===== src/rtl/adbg_resp_pkg.sv =====
// Shared constants for the core debug responder: register map, DMR/DSR bit
// positions, FSM state encoding and the default error read data.
package adbg_resp_pkg;

    localparam logic [15:0] ADDR_DMR = 16'h0000;
    localparam logic [15:0] ADDR_DSR = 16'h0001;
    localparam logic [15:0] ADDR_NPC = 16'h0002;
    localparam logic [15:0] ADDR_PPC = 16'h0003;

    localparam logic [15:0] GPR_BASE_DEF = 16'h0400;
    localparam int unsigned GPR_COUNT    = 32;

    localparam int DMR_HALT   = 0;
    localparam int DMR_STEP   = 1;
    localparam int DMR_RESUME = 2;

    localparam int DSR_HALTED  = 0;
    localparam int DSR_STEPPED = 1;
    localparam int DSR_ERROR   = 3;

    localparam logic [31:0] ERR_RDATA_DEF = 32'hDEADBEEF;

    typedef enum logic [2:0] {
        ST_IDLE,
        ST_GPR_REQ,
        ST_GPR_RD,
        ST_ACK,
        ST_TURN
    } state_e;

endpackage


===== src/rtl/adbg_resp_timeout.sv =====
// GPR grant watchdog: counts cycles while run_i is high and flags the last
// permitted cycle. Built only when ADBG_RESP_TIMEOUT_EN is defined.
module adbg_resp_timeout #(
    parameter int unsigned TIMEOUT_CYCLES = 255
) (
    input  logic clk_i,
    input  logic rst_i,
    input  logic run_i,
    output logic expired_o
);

    localparam logic [7:0] LAST_CNT = 8'(TIMEOUT_CYCLES - 1);

    logic [7:0] cnt;

    // Fires during the TIMEOUT_CYCLES-th waiting cycle so the caller can ack next
    assign expired_o = run_i && (cnt == LAST_CNT);

    always_ff @(posedge clk_i) begin
        if (rst_i || !run_i) begin
            cnt <= '0;
        end else if (!expired_o) begin
            cnt <= cnt + 8'd1;
        end
    end

endmodule


===== src/rtl/adbg_core_dbg_resp.sv =====
// Debug-BIU slave for the core: DMR/DSR/NPC/PPC registers and a GPR window
// through the register-file port. Optional grant timeout: ADBG_RESP_TIMEOUT_EN.
module adbg_core_dbg_resp
    import adbg_resp_pkg::*;
#(
    parameter logic [15:0] GPR_BASE       = GPR_BASE_DEF,
    parameter int unsigned TIMEOUT_CYCLES = 255,
    parameter logic [31:0] ERR_RDATA      = ERR_RDATA_DEF
) (
    input  logic        clk_i,
    input  logic        rst_i,
    input  logic        dbg_stb_i,
    input  logic        dbg_we_i,
    input  logic [15:0] dbg_addr_i,
    input  logic [31:0] dbg_wdata_i,
    output logic [31:0] dbg_rdata_o,
    output logic        dbg_ack_o,
    input  logic        core_halted_i,
    input  logic [31:0] core_npc_i,
    input  logic [31:0] core_ppc_i,
    output logic        core_halt_o,
    output logic        core_step_o,
    output logic        core_resume_o,
    output logic        core_npc_wr_o,
    output logic [31:0] core_npc_wdata_o,
    output logic        gpr_req_o,
    output logic        gpr_we_o,
    output logic [4:0]  gpr_addr_o,
    output logic [31:0] gpr_wdata_o,
    input  logic        gpr_gnt_i,
    input  logic [31:0] gpr_rdata_i
);

    if (TIMEOUT_CYCLES < 1 || TIMEOUT_CYCLES > 256) begin : g_tmo_range
        $error("TIMEOUT_CYCLES must fit the 8-bit timeout counter (1..256)");
    end

    state_e      state;
    logic        dmr_halt;
    logic        dmr_step;
    logic        dsr_stepped;
    logic        dsr_error;
    logic        halted_q;
    logic [16:0] gpr_off;
    logic        in_gpr;
    logic        acc_idle;
    logic        dsr_wr;
    logic        stepped_set;
    logic        err_set;
    logic        tmo_expired;
    logic [31:0] reg_rdata;

`ifdef ADBG_RESP_TIMEOUT_EN
    adbg_resp_timeout #(
        .TIMEOUT_CYCLES(TIMEOUT_CYCLES)
    ) u_timeout (
        .clk_i    (clk_i),
        .rst_i    (rst_i),
        .run_i    (state == ST_GPR_REQ),
        .expired_o(tmo_expired)
    );
`else
    assign tmo_expired = 1'b0;
`endif

    assign core_halt_o = dmr_halt;
    assign core_step_o = dmr_step;

    always_comb begin
        // 17-bit difference so addresses below the window wrap far out of range
        gpr_off     = {1'b0, dbg_addr_i} - {1'b0, GPR_BASE};
        in_gpr      = (gpr_off < 17'(GPR_COUNT));
        acc_idle    = (state == ST_IDLE) && dbg_stb_i;
        dsr_wr      = acc_idle && dbg_we_i && !in_gpr && (dbg_addr_i == ADDR_DSR);
        stepped_set = core_halted_i && !halted_q && dmr_step;
        err_set     = (acc_idle && in_gpr && !core_halted_i)
                   || ((state == ST_GPR_REQ) && !gpr_gnt_i && tmo_expired);

        reg_rdata = '0;
        case (dbg_addr_i)
            ADDR_DMR: begin
                reg_rdata[DMR_HALT] = dmr_halt;
                reg_rdata[DMR_STEP] = dmr_step;
            end
            ADDR_DSR: begin
                reg_rdata[DSR_HALTED]  = core_halted_i;
                reg_rdata[DSR_STEPPED] = dsr_stepped;
                reg_rdata[DSR_ERROR]   = dsr_error;
            end
            ADDR_NPC: reg_rdata = core_npc_i;
            ADDR_PPC: reg_rdata = core_ppc_i;
            default:  reg_rdata = '0;
        endcase
    end

    always_ff @(posedge clk_i) begin
        if (rst_i) begin
            state         <= ST_IDLE;
            dmr_halt      <= 1'b0;
            dmr_step      <= 1'b0;
            dsr_stepped   <= 1'b0;
            dsr_error     <= 1'b0;
            halted_q      <= 1'b0;
            dbg_ack_o     <= 1'b0;
            dbg_rdata_o   <= '0;
            core_resume_o <= 1'b0;
            core_npc_wr_o <= 1'b0;
            gpr_req_o     <= 1'b0;
            gpr_we_o      <= 1'b0;
            gpr_addr_o    <= '0;
            gpr_wdata_o   <= '0;
        end else begin
            dbg_ack_o     <= 1'b0;
            core_resume_o <= 1'b0;
            core_npc_wr_o <= 1'b0;
            halted_q      <= core_halted_i;

            // Set events take priority over a same-cycle write-1-to-clear
            if (stepped_set) begin
                dsr_stepped <= 1'b1;
            end else if (dsr_wr && dbg_wdata_i[DSR_STEPPED]) begin
                dsr_stepped <= 1'b0;
            end
            if (err_set) begin
                dsr_error <= 1'b1;
            end else if (dsr_wr && dbg_wdata_i[DSR_ERROR]) begin
                dsr_error <= 1'b0;
            end

            case (state)
                ST_IDLE: begin
                    if (dbg_stb_i) begin
                        if (in_gpr && core_halted_i) begin
                            gpr_req_o   <= 1'b1;
                            gpr_we_o    <= dbg_we_i;
                            gpr_addr_o  <= gpr_off[4:0];
                            gpr_wdata_o <= dbg_wdata_i;
                            state       <= ST_GPR_REQ;
                        end else begin
                            dbg_ack_o <= 1'b1;
                            state     <= ST_ACK;
                            if (in_gpr) begin
                                if (!dbg_we_i) dbg_rdata_o <= ERR_RDATA;
                            end else if (!dbg_we_i) begin
                                dbg_rdata_o <= reg_rdata;
                            end else if (dbg_addr_i == ADDR_DMR) begin
                                dmr_halt      <= dbg_wdata_i[DMR_HALT];
                                dmr_step      <= dbg_wdata_i[DMR_STEP];
                                core_resume_o <= dbg_wdata_i[DMR_RESUME];
                            end else if (dbg_addr_i == ADDR_NPC) begin
                                core_npc_wr_o <= 1'b1;
                            end
                        end
                    end
                end
                ST_GPR_REQ: begin
                    if (gpr_gnt_i) begin
                        gpr_req_o <= 1'b0;
                        gpr_we_o  <= 1'b0;
                        if (gpr_we_o) begin
                            dbg_ack_o <= 1'b1;
                            state     <= ST_ACK;
                        end else begin
                            state <= ST_GPR_RD;
                        end
                    end else if (tmo_expired) begin
                        gpr_req_o <= 1'b0;
                        gpr_we_o  <= 1'b0;
                        dbg_ack_o <= 1'b1;
                        state     <= ST_ACK;
                        if (!gpr_we_o) dbg_rdata_o <= ERR_RDATA;
                    end
                end
                ST_GPR_RD: begin
                    dbg_rdata_o <= gpr_rdata_i;
                    dbg_ack_o   <= 1'b1;
                    state       <= ST_ACK;
                end
                ST_ACK:  state <= ST_TURN;
                ST_TURN: state <= ST_IDLE;
                default: state <= ST_IDLE;
            endcase
        end
    end

    // NPC override data is pure datapath; only its strobe needs reset
    always_ff @(posedge clk_i) begin
        if ((state == ST_IDLE) && dbg_stb_i && dbg_we_i && !in_gpr && (dbg_addr_i == ADDR_NPC)) begin
            core_npc_wdata_o <= dbg_wdata_i;
        end
    end

endmodule


===== config.mk =====
export PLATFORM = sky130hd
export DESIGN_NAME = adbg_core_dbg_resp
export DESIGN_NICKNAME = d
export VERILOG_FILES = /design/src/rtl/adbg_resp_pkg.sv /design/src/rtl/adbg_resp_timeout.sv /design/src/rtl/adbg_core_dbg_resp.sv
export SDC_FILE = /design/constraint.sdc
export NUM_CORES = 1
export LEC_CHECK = 0
export BUFFER_PORTS_ARGS = -buffer_cell sky130_fd_sc_hd__buf_2
export CORE_ASPECT_RATIO = 0.9
export CORE_MARGIN = 10
export CORE_UTILIZATION = 41
export DETAILED_ROUTE_END_ITERATION = 7
export PLACE_DENSITY_LB_ADDON = 0.3
export SKIP_LAST_GASP = 1
export SYNTH_ARGS = -nofsm -noshare
export SYNTH_HDL_FRONTEND = slang
export SYNTH_SLANG_ARGS = --single-unit

===== constraint.sdc =====
create_clock -name clk_i -period 3.7 [get_ports clk_i]
set_input_delay 0 -clock clk_i [delete_from_list [all_inputs] [get_ports clk_i]]
set_output_delay 0 -clock clk_i [all_outputs]
set_load 0.01 [all_outputs]

==> results.py, run 1 <==
metrics = {
    "worst_hold_path": {
        "hold_class": "in -> reg",
        "whs_path_depth": 3,
        "hold_start": "dbg_addr_i[0]",
        "worstHoldEndpoint": "gpr_addr_o[0]",
    },
    "floorplan": {
        "io-pin-count": 258,
        "dieArea_um2": 16470,
        "core_area_um2": 11430,
        "die_h_um": 122.8,
        "die_w_um": 134.2,
        "rows": 37,
        "start_util_pct": 42.07,
    },
    "final_layout": {
        "design_area_um2": 7528,
        "fillers": 894,
        "regArea_um2": 2603,
        "area_growth_pct": 56.49,
        "multi_input_comb_area_um2": 2043,
        "drive_gt1_share_pct": 37.16,
        "nets": 984,
    },
    "placed_design": {
        "place_congestion": 0.8419,
        "dpl.hpwl_mm": 12.76,
        "portBuffers": 257,
        "placed_area_um2": 6240,
    },
    "yosys": {
        "syn_inst": 513,
        "yosysWarningCount": 0,
        "ys_seq_area_share_pct": 54.10,
        "syn_avg_cell_area_um2": 9.378,
        "synthesis.nets": 665,
        "synth_seq_cells": 114,
        "netlist-cell-type-count": 42,
        "netlist_area_um2": 4811,
    },
    "clocking": {
        "post-cts-setup-buffer-count": 0,
        "htree_levels": 4,
        "cts_root_buf": "clkbuf_16",
        "cts_made_buffers": 17,
        "clk_pin_slew_ns": 0.05,
        "clock_latency_ns": 0.40,
        "cts_tree": "done",
        "cts.sinks": 114,
        "postCtsResizedCells": 0,
        "max-clock-path-buffers": 2,
    },
    "setup_path": {
        "end_kind": "flop",
        "worstSetupPathType": "in -> reg",
        "start_kind": "primary input",
        "r2r_end": "gpr_wdata_o[20]",
        "r2r_slack_ns": 1.16,
        "required_ns": 4.01,
        "r2r-start": "state[0]",
        "crit_fanout": 18,
        "critPathArrivalTime_ns": 3.01,
        "reg2regPathDepth": 6,
    },
    "global_route": {
        "grt_pass1_vias": 5271,
        "grt_overflow": 0,
        "grt_pass1_wl_mm": 27.37,
        "use_met2_pct": 36.11,
        "use_met3_pct": 8.946,
        "use_met1_pct": 22.59,
        "grt-busiest-layer": "met2",
        "antenna_found_initial": 1,
        "track_usage_pct": 20.83,
        "grt_max_degree": 65,
    },
    "drt": {
        "vias": 5140,
        "wl_per_cell_um": 17.89,
        "first_pass_iters": 5,
        "drc": 0,
        "wirelength_mm": 17.95,
        "antenna_left": 0,
        "drt_iter0_drc": 309,
        "vias_per_cell": 5.125,
    },
    "power_and_ir_drop": {
        "swShare_pct": 24.33,
        "pwr_density_cell_nw_per_um2": 448.8,
        "p_comb_share_pct": 13.6,
        "power_frac_seq_pct": 40.4,
        "intPower_mw": 2.557,
        "clock_power_share_pct": 46.0,
        "p_leak_nw": 3.286,
        "irDropWorstVdd_uv": 327.2,
        "p_sw_mw": 0.8221,
    },
    "timing": {
        "period_share_pct": 72.82,
        "tightest_slew_ns": 0.7690,
        "relSlewSlack_pct": 48.26,
        "hold_viol": 0,
        "final-setup-viol-count": 0,
        "min_period_ns": 2.694,
        "rsz0062_at_grt": "no",
        "max_freq_mhz": 371.1,
        "finClkSkew_ns": 0.009957,
        "slew_violations": 0,
        "tns_ns": 0,
    },
    "status": {
        "status": "complete, no violations",
    },
    "job": {
        "maxCapViolCount": 0,
    },
}
==> placed cells by master, fill, tap and decap left out, drive strengths merged, types with 10 or more instances in the layout <==
master,netlist,final
a211oi,10,10
a21oi,39,39
a311oi,24,24
buf,9,268
clkbuf,31,21
dfxtp,82,82
dlygate4sd3,0,72
edfxtp,32,32
mux2i,23,23
nand2,102,102
nor2,62,62
o21ai,26,26
==> cell families after synthesis <==
kind of cell,synth area share [%]
fa+ha+maj,0.5201
buf+inv,4.161
xor+xnor,0.1821
flops,54.10
compound gates,15.68
simple gates,17.76
mux,7.594
==> repair_timing <==
| action | 4_1_cts | 5_1_grt |
|---|---|---|
| endpoints found under the hold margin | 111 | 0 |
| setup endpoints to repair | 0 | 0 |
| hold buffers | 72 | 0 |
==> metrics by stage <==
| step | power [mW] | hold slack, ns | setup WS, ns | std cells | utilization [%] |
|---|---|---|---|---|---|
| final | 3.379 | 0.09616 | 1.006 | 1003 | 65.84 |
| after global routing | 3.508 | 0.1130 | 0.6965 | 1002 | 65.82 |
| after detailed placement | 1.787 | 0.1928 | 1.169 | 897 | 54.57 |
| after floorplan | 1.599 | 0.09796 | 0.6567 | 513 | - |
| after global placement | 1.778 | 0.1920 | 1.281 | 897 | 54.57 |
| after CTS | 3.399 | 0.07355 | 1.028 | 1001 | 65.79 |
==> area by class of cell <==
class | instances | share of cell area (%)
timing repair buffer | 340 | 27.75
inverter | 8 | 0.3989
multi-input combinational | 351 | 27.14
clock inverter | 11 | 1.496
clock buffer | 21 | 5.983
antenna | 2 | 0.06648
tap | 156 | 2.593
sequential | 114 | 34.57
==> per-layer routing <==
layer  wire (um)  part of all wire, %
met1        6755                   38
met2        8870                   49
met3        2058                   11
met4         261                  1.5
met5           0                    0
==> cells in the mapped netlist (all sizes together) <==
| cell | count | area [um2] |
|---|---|---|
| dfxtp | 82 | 1642 |
| nor3 | 5 | 25.02 |
| a22oi | 8 | 60.06 |
| nand2b | 1 | 6.260 |
| a31oi | 2 | 12.51 |
| o21ai | 26 | 130.1 |
| a211oi | 10 | 75.07 |
| nor2b | 2 | 12.51 |
| a311o | 1 | 10.01 |
| o311a | 1 | 10.01 |
| a21oi | 39 | 195.2 |
| o32ai | 1 | 8.760 |
| clkbuf | 31 | 116.4 |
| nor2 | 62 | 232.7 |
| nand2 | 102 | 382.9 |
| edfxtp | 32 | 960.9 |
| inv | 8 | 30.03 |
| a21o | 1 | 7.510 |
| mux2i | 23 | 230.2 |
| nor4 | 4 | 40.04 |
| and3 | 6 | 37.54 |
| a2111oi | 2 | 17.52 |
| or4 | 3 | 26.27 |
| mux4 | 2 | 45.04 |
| nand3b | 3 | 22.52 |
| buf | 9 | 53.80 |
| mux2 | 8 | 90.09 |
| or4b | 1 | 13.76 |
| nor3b | 1 | 7.510 |
| a311oi | 24 | 210.2 |
| xnor2 | 1 | 8.760 |
| a31o | 1 | 8.760 |
| or2 | 1 | 6.260 |
| a41oi | 1 | 8.760 |
| nand3 | 6 | 30.03 |
| or3 | 1 | 11.26 |
| ha | 2 | 25.02 |
==> worst max path at each step <==
stage                        startpoint                  end  slack, ns  depth (start not counted)
after global routing      dbg_addr_i[2]      dbg_rdata_o[24]       0.70                          8
final                     dbg_addr_i[2]      dbg_rdata_o[14]       1.01                          8
after CTS                 dbg_addr_i[2]      dbg_rdata_o[14]       1.03                          8
after global placement    dbg_addr_i[2]      dbg_rdata_o[24]       1.28                          7
after floorplan                state[0]  core_npc_wdata_o[0]       0.66                          4
after detailed placement  dbg_addr_i[2]      dbg_rdata_o[14]       1.17                          7
==> state kept, by name, indices dropped and copies added (netlist names), 3 cells and up <==
| name | count |
|---|---|
| core_npc_wdata_o | 32 |
| dbg_rdata_o | 32 |
| gpr_addr_o | 5 |
| gpr_wdata_o | 32 |
| state | 3 |
==> critical path, stage by stage <==
cell and delay [ns]:
dlygate4sd3_1 0.53, buf_2 0.14, nor4_1 0.68, nand3_1 0.38
buf_4 0.33, nor4_4 0.53, a22oi_1 0.14, a211oi_1 0.26
==> power groups by stage <==
stage	Combinational (mW)	Sequential (mW)	Clock, mW
after floorplan	0.190	1.41	0
after global placement	0.390	1.39	0
after detailed placement	0.398	1.39	0
after CTS	0.459	1.37	1.58
after global routing	0.501	1.37	1.63
final	0.459	1.37	1.55
No activity file was read; power rests on OpenSTA's default activity.
==> run 2, diff against run 1 <==
--- a/config.mk
+++ b/config.mk
@@ -5,6 +5,7 @@
 export SDC_FILE = /design/constraint.sdc
 export NUM_CORES = 1
 export LEC_CHECK = 0
+export ABC_AREA = 1
 export BUFFER_PORTS_ARGS = -buffer_cell sky130_fd_sc_hd__buf_2
 export CORE_ASPECT_RATIO = 0.9
 export CORE_MARGIN = 10
==> constraint.sdc (replaced) <==
create_clock -name clk_i -period 2.4 [get_ports clk_i]
set_input_delay 0 -clock clk_i [delete_from_list [all_inputs] [get_ports clk_i]]
set_output_delay 0 -clock clk_i [all_outputs]
set_load 0.01 [all_outputs]
==> run 2 against run 1 <==
Against the previous run: combinational power rose to 4.1 times the previous value; clock power up 58%; setup slack worse by 0.85 ns; count of clock-buffer cells in the layout down 3; die area up 5.7%; synthesized cell count up 25%; core utilization up 0.34 points; area after synthesis up 6.7%; register-to-register slack worse by 1.0 ns; power up 95%; critical path type is now reg -> reg.
==> results.py, run 2 <==
metrics = {
    "timing": {
        "hold_viol": 0,
        "slew_violations": 0,
        "min_period_ns": 2.247,
        "period_share_pct": 93.62,
        "finClkSkew_ns": 0.009754,
        "final-setup-viol-count": 0,
        "tns_ns": 0,
        "max_freq_mhz": 445.1,
        "tightest_slew_ns": 0.4730,
        "rsz0062_at_grt": "no",
        "relSlewSlack_pct": 68.43,
    },
    "final_layout": {
        "nets": 1137,
        "utilization_pct": 66.18,
        "final_cell_mix": "buf_2, nand2_1, dlygate4sd3_1, dfxtp_1, a21oi_1",
        "drive_gt1_share_pct": 34.17,
        "largestRegisters": "core_npc_wdata_o x32, dbg_rdata_o x32, gpr_wdata_o x32",
        "final_common_cell": "buf_2",
        "fillers": 1024,
        "stdcell_count": 1160,
        "area_growth_pct": 56.87,
    },
    "global_route": {
        "grt_pass1_wl_mm": 28.09,
        "antenna_found_initial": 2,
        "track_usage_pct": 20.06,
        "grt_overflow": 0,
        "grt_pass1_vias": 5597,
        "grt_max_degree": 75,
    },
    "yosys": {
        "ys_async_sr_fraction_pct": 0,
        "ys.flop_type": "dfxtp_1",
        "netlist.area_leader.share_pct": 31.97,
        "netlist_area_um2": 5135,
        "post-synth-top-count-cell": "nand2_1",
        "synth_seq_cells": 114,
        "synth_commonest_cells": "nand2_1, dfxtp_1, a21oi_1, inv_1, nand3_1",
        "syn_inst": 640,
        "syn_avg_cell_area_um2": 8.023,
        "yosys-top-cells-area": "dfxtp_1, edfxtp_1, nand2_1",
        "netlist-cell-type-count": 34,
        "synth_area_leader_cell": "dfxtp_1",
        "yosysWarningCount": 0,
        "synthesis.nets": 792,
        "ys_seq_area_share_pct": 50.68,
        "synth-edff-count": 32,
    },
    "floorplan": {
        "die_h_um": 126.2,
        "io-pin-count": 258,
        "rows": 38,
        "die_w_um": 138.0,
        "dieArea_um2": 17410,
        "start_util_pct": 42.19,
        "core_area_um2": 12170,
    },
    "drt": {
        "vias_per_cell": 4.809,
        "wl_per_cell_um": 15.46,
        "antenna_left": 0,
        "wirelength_mm": 17.93,
        "drt_iter0_drc": 321,
        "drc": 0,
        "vias": 5579,
        "first_pass_iters": 4,
    },
    "power_and_ir_drop": {
        "p_comb_share_pct": 28.5,
        "intPower_mw": 4.539,
        "p_sw_mw": 2.060,
        "pwr_density_cell_nw_per_um2": 819.2,
        "power_frac_seq_pct": 34.4,
        "p_leak_nw": 3.704,
        "swShare_pct": 31.22,
        "clock_power_share_pct": 37.1,
        "irDropWorstVdd_uv": 528.5,
    },
    "setup_path": {
        "crit_chain": "nor3_4 > nand2_4 > a21boi_2 > buf_12 > nand3_1 > dlygate4sd3_1 > a21oi_1",
        "critPathArrivalTime_ns": 2.58,
        "cp_slowest_cell": "dlygate4sd3_1",
        "slowest_delay_ns": 0.57,
        "critical_path_buf_inv_count": 2,
        "worstSetupPathType": "reg -> reg",
        "r2r-start": "state[1]",
        "crit_family": "buffers and inverters",
        "start_kind": "flop",
        "end_kind": "flop",
        "crit_fanout": 23,
        "required_ns": 2.73,
        "cp-startpoint": "state[1]",
    },
    "clocking": {
        "htree_levels": 4,
        "clk_pin_slew_ns": 0.05,
        "cts_root_buf": "clkbuf_16",
        "cts_made_buffers": 17,
        "cts_tree": "done",
        "cts.sinks": 114,
        "max-clock-path-buffers": 2,
        "clock_latency_ns": 0.40,
    },
    "placed_design": {
        "portBuffers": 257,
        "dpl.hpwl_mm": 12.39,
        "dp.cells": 1029,
        "place_congestion": 0.8524,
    },
    "status": {
        "status": "complete, no violations",
    },
    "worst_hold_path": {
        "hold_class": "in -> reg",
        "hold_start": "gpr_rdata_i[3]",
    },
    "job": {
        "maxCapViolCount": 0,
    },
}
run 2: cells by family after synthesis:
group	after synthesis	synth area share (%)
flops	114	50.68
fa+ha+maj	2	0.4873
compound gates	126	12.55
buf+inv	109	10.26
simple gates	289	26.02
run 2: timing repair:
item / in CTS / in global routing
buffers inserted: 0 / 2
endpoints found under the setup margin: 0 / 20
hold buffers: 95 / 0
hold endpoints to repair: 109 / 0
gates resized for setup: 0 / 4
run 2: path summary, 6_finish.rpt:
check                    end  slack [ns]  cells after the start
min reg2reg  gpr_wdata_o[27]        0.44                      2
max          dbg_rdata_o[26]        0.15                      7
max reg2reg  dbg_rdata_o[26]        0.15                      7
min           dbg_rdata_o[3]        0.01                      4
run 2: final cells by class:
type	count	area (um2)	area share, %
repair buffers	361	2367	29.39
well taps	160	200.2	2.485
flip-flops and latches	114	2603	32.31
inverters	74	289.0	3.588
diodes	2	5.005	0.06213
clock buffers	18	429.2	5.328
clock inverters	14	153.9	1.911
multi-input cells	417	2008	24.93
run 2: worst min-delay path, cell delays in order:
cell and delay [ns]:
buf_2 0.08, or2_2 0.09, nand3_1 0.07, a21oi_1 0.13
run 2: layer usage:
metal | wire (um) | up-vias | track usage (%)
li1 | - | 2768 | -
met5 | 0 | - | 0
met2 | 8604 | 240 | 32.26
met4 | 669 | 0 | 10.55
met3 | 1860 | 50 | 8.744
met1 | 6797 | 2521 | 21.81
run 2: stage by stage:
step / cell area [um2] / worst slack, ns / power (mW) / hold WS, ns
floorplan: 5137 / 0.1820 / 3.375 / 0.09887
global placement: 6492 / 0.5888 / 3.912 / 0.1913
detailed placement: 6492 / 0.5927 / 3.922 / 0.1916
CTS: 8026 / 0.09070 / 6.612 / 0.0006709
global route: 8055 / 0.007222 / 6.975 / 0.02584
finish: 8055 / 0.1531 / 6.599 / 0.01249
run 2: power groups by stage:
stage	Clock [mW]	Sequential [mW]	Combinational, mW
final	2.45	2.27	1.88
after CTS	2.50	2.26	1.85
after global routing	2.60	2.29	2.09
after floorplan	0	2.37	1.00
after global placement	0	2.30	1.61
after detailed placement	0	2.30	1.63
==> run 3, diff against run 2 <==
--- a/config.mk
+++ b/config.mk
@@ -9,8 +9,9 @@
 export BUFFER_PORTS_ARGS = -buffer_cell sky130_fd_sc_hd__buf_2
 export CORE_ASPECT_RATIO = 0.9
 export CORE_MARGIN = 10
-export CORE_UTILIZATION = 41
+export CORE_UTILIZATION = 35
 export DETAILED_ROUTE_END_ITERATION = 7
+export GPL_TIMING_DRIVEN = 0
 export PLACE_DENSITY_LB_ADDON = 0.3
 export SKIP_LAST_GASP = 1
 export SYNTH_ARGS = -nofsm -noshare
==> run 3 against run 2 <==
Against the previous run: core utilization down 8.4 points; via count down 0.30%; largest power group unchanged; cell count up 5.0%; first-iteration DRC count shrank 23%; power fell by 0.82%; register-to-register slack gained 0.09 ns; maximum frequency is 4.2% higher; cell area is 1.9% higher; sequential power about the same; critical endpoint is now dbg_rdata_o[31]; setup slack improved by 0.090 ns; critical path type unchanged.
==> results.py, run 3 (synthesis gave the netlist of run 2 again) <==
metrics = {
    "status": {
        "status": "complete, no violations",
    },
    "final_layout": {
        "stdcell_count": 1218,
        "nets": 1164,
        "design_area_um2": 8208,
        "area_growth_pct": 59.84,
        "final_cell_mix": "buf_2, nand2_1, dlygate4sd3_1, dfxtp_1",
        "final_common_cell": "buf_2",
        "antenna_cells": 0,
        "drive_gt1_share_pct": 34.63,
        "utilization_pct": 57.76,
        "fillers": 1280,
        "largestRegisters": "core_npc_wdata_o x32, dbg_rdata_o x32, gpr_wdata_o x32",
    },
    "global_route": {
        "grt_pass1_vias": 5950,
        "grt_overflow": 0,
        "antenna_found_initial": 0,
        "grt_max_degree": 30,
        "grt_pass1_wl_mm": 29.90,
        "track_usage_pct": 18.60,
    },
    "timing": {
        "period_share_pct": 89.87,
        "relSlewSlack_pct": 64.96,
        "finClkSkew_ns": 0.006534,
        "tightest_slew_ns": 0.5256,
        "final-setup-viol-count": 0,
        "slew_violations": 0,
        "hold_viol": 0,
        "min_period_ns": 2.157,
        "fin_ws_ns": 0.2431,
        "rsz0062_at_grt": "no",
        "max_freq_mhz": 463.6,
    },
    "setup_path": {
        "critPathArrivalTime_ns": 2.50,
        "required_ns": 2.74,
        "end_kind": "flop",
        "crit_fanout": 10,
        "start_kind": "flop",
        "worstSetupPathType": "reg -> reg",
    },
    "clocking": {
        "clock_latency_ns": 0.41,
        "cts_made_buffers": 17,
        "cts_tree": "done",
        "post-cts-setup-buffer-count": 0,
        "max-clock-path-buffers": 2,
        "cts.sinks": 114,
        "clk_pin_slew_ns": 0.05,
        "htree_levels": 4,
        "cts_root_buf": "clkbuf_16",
    },
    "power_and_ir_drop": {
        "p_leak_nw": 3.767,
        "irDropWorstVdd_uv": 490.7,
        "pwr_density_cell_nw_per_um2": 797.4,
        "p_total_mw": 6.545,
    },
    "job": {
        "maxCapViolCount": 0,
    },
    "floorplan": {
        "dieArea_um2": 19920,
        "rows": 41,
        "die_h_um": 134.9,
        "die_w_um": 147.7,
        "io-pin-count": 258,
        "core_area_um2": 14210,
        "start_util_pct": 36.14,
    },
    "worst_hold_path": {
        "hold_class": "in -> reg",
    },
    "drt": {
        "drc": 0,
        "antenna_left": 0,
        "vias_per_cell": 4.567,
        "wl_per_cell_um": 15.45,
        "vias": 5562,
        "wirelength_mm": 18.82,
        "first_pass_iters": 4,
        "drt_iter0_drc": 246,
    },
    "placed_design": {
        "place_congestion": 0.7899,
        "place_ws_ns": 0.5166,
        "dpl.hpwl_mm": 13.79,
        "dp.cells": 1090,
        "portBuffers": 256,
        "placed_area_um2": 6685,
    },
}
==> run 3: final cells by class <==
class	instances	area, um2	area share, %
Tap cell	193	241.5	2.942
Timing Repair Buffer	353	2262	27.56
Multi-Input combinational cell	417	2013	24.53
Clock inverter	14	132.6	1.616
Buffer	35	246.5	3.003
Inverter	74	280.3	3.415
Clock buffer	18	429.2	5.229
Sequential cell	114	2603	31.71
==> run 3: routing by layer <==
| metal | routed length (um) | global-route usage, % | up-vias |
|---|---|---|---|
| met4 | 333 | 6.601 | 0 |
| met3 | 1729 | 7.715 | 28 |
| met5 | 0 | 0 | - |
| met2 | 9192 | 32.23 | 219 |
| met1 | 7563 | 20.01 | 2486 |
| li1 | - | - | 2829 |
==> run 3: path summary, 6_finish.rpt <==
kind,to,cells after the start,startpoint,slack (ns)
worst max-delay path,dbg_rdata_o[31],8,state[2],0.24
worst min-delay path,dbg_ack_o,5,dbg_stb_i,0.02
worst max register to register,dbg_rdata_o[31],8,state[2],0.24
worst min register to register,gpr_wdata_o[6],2,gpr_wdata_o[6],0.44
==> run 3: what timing repair did <==
item	in CTS	in global routing
gates resized for setup	0	0
hold endpoints to repair	110	0
hold buffers	96	0
==> run 3: stage by stage <==
| stage | hold WS (ns) | TNS, ns |
|---|---|---|
| after detailed placement | 0.1918 | 0 |
| after global routing | 0.01856 | 0 |
| after floorplan | 0.09887 | 0 |
| after global placement | 0.1901 | -13.86 |
| after CTS | 0.006298 | 0 |
| final | 0.01832 | 0 |
==> run 3: critical path: stages (launching register included) <==
cell and delay, ns:
dfxtp_1 0.47, nor2_1 0.07, nand2_1 0.08, buf_4 0.18, clkbuf_1 0.32, or2_2 0.17, nand3_1 0.08, dlygate4sd3_1 0.58
a21oi_1 0.12
==> run 3: report_power, final <==
| part | switching [mW] | internal, mW | leakage [nW] | total (mW) |
|---|---|---|---|---|
| clock | 0.927 | 1.43 | 0.267 | 2.36 |
| combinational | 1.06 | 0.861 | 2.55 | 1.92 |
| sequential | 0.105 | 2.16 | 0.952 | 2.27 |
| total | 2.09 | 4.45 | 3.77 | 6.54 |
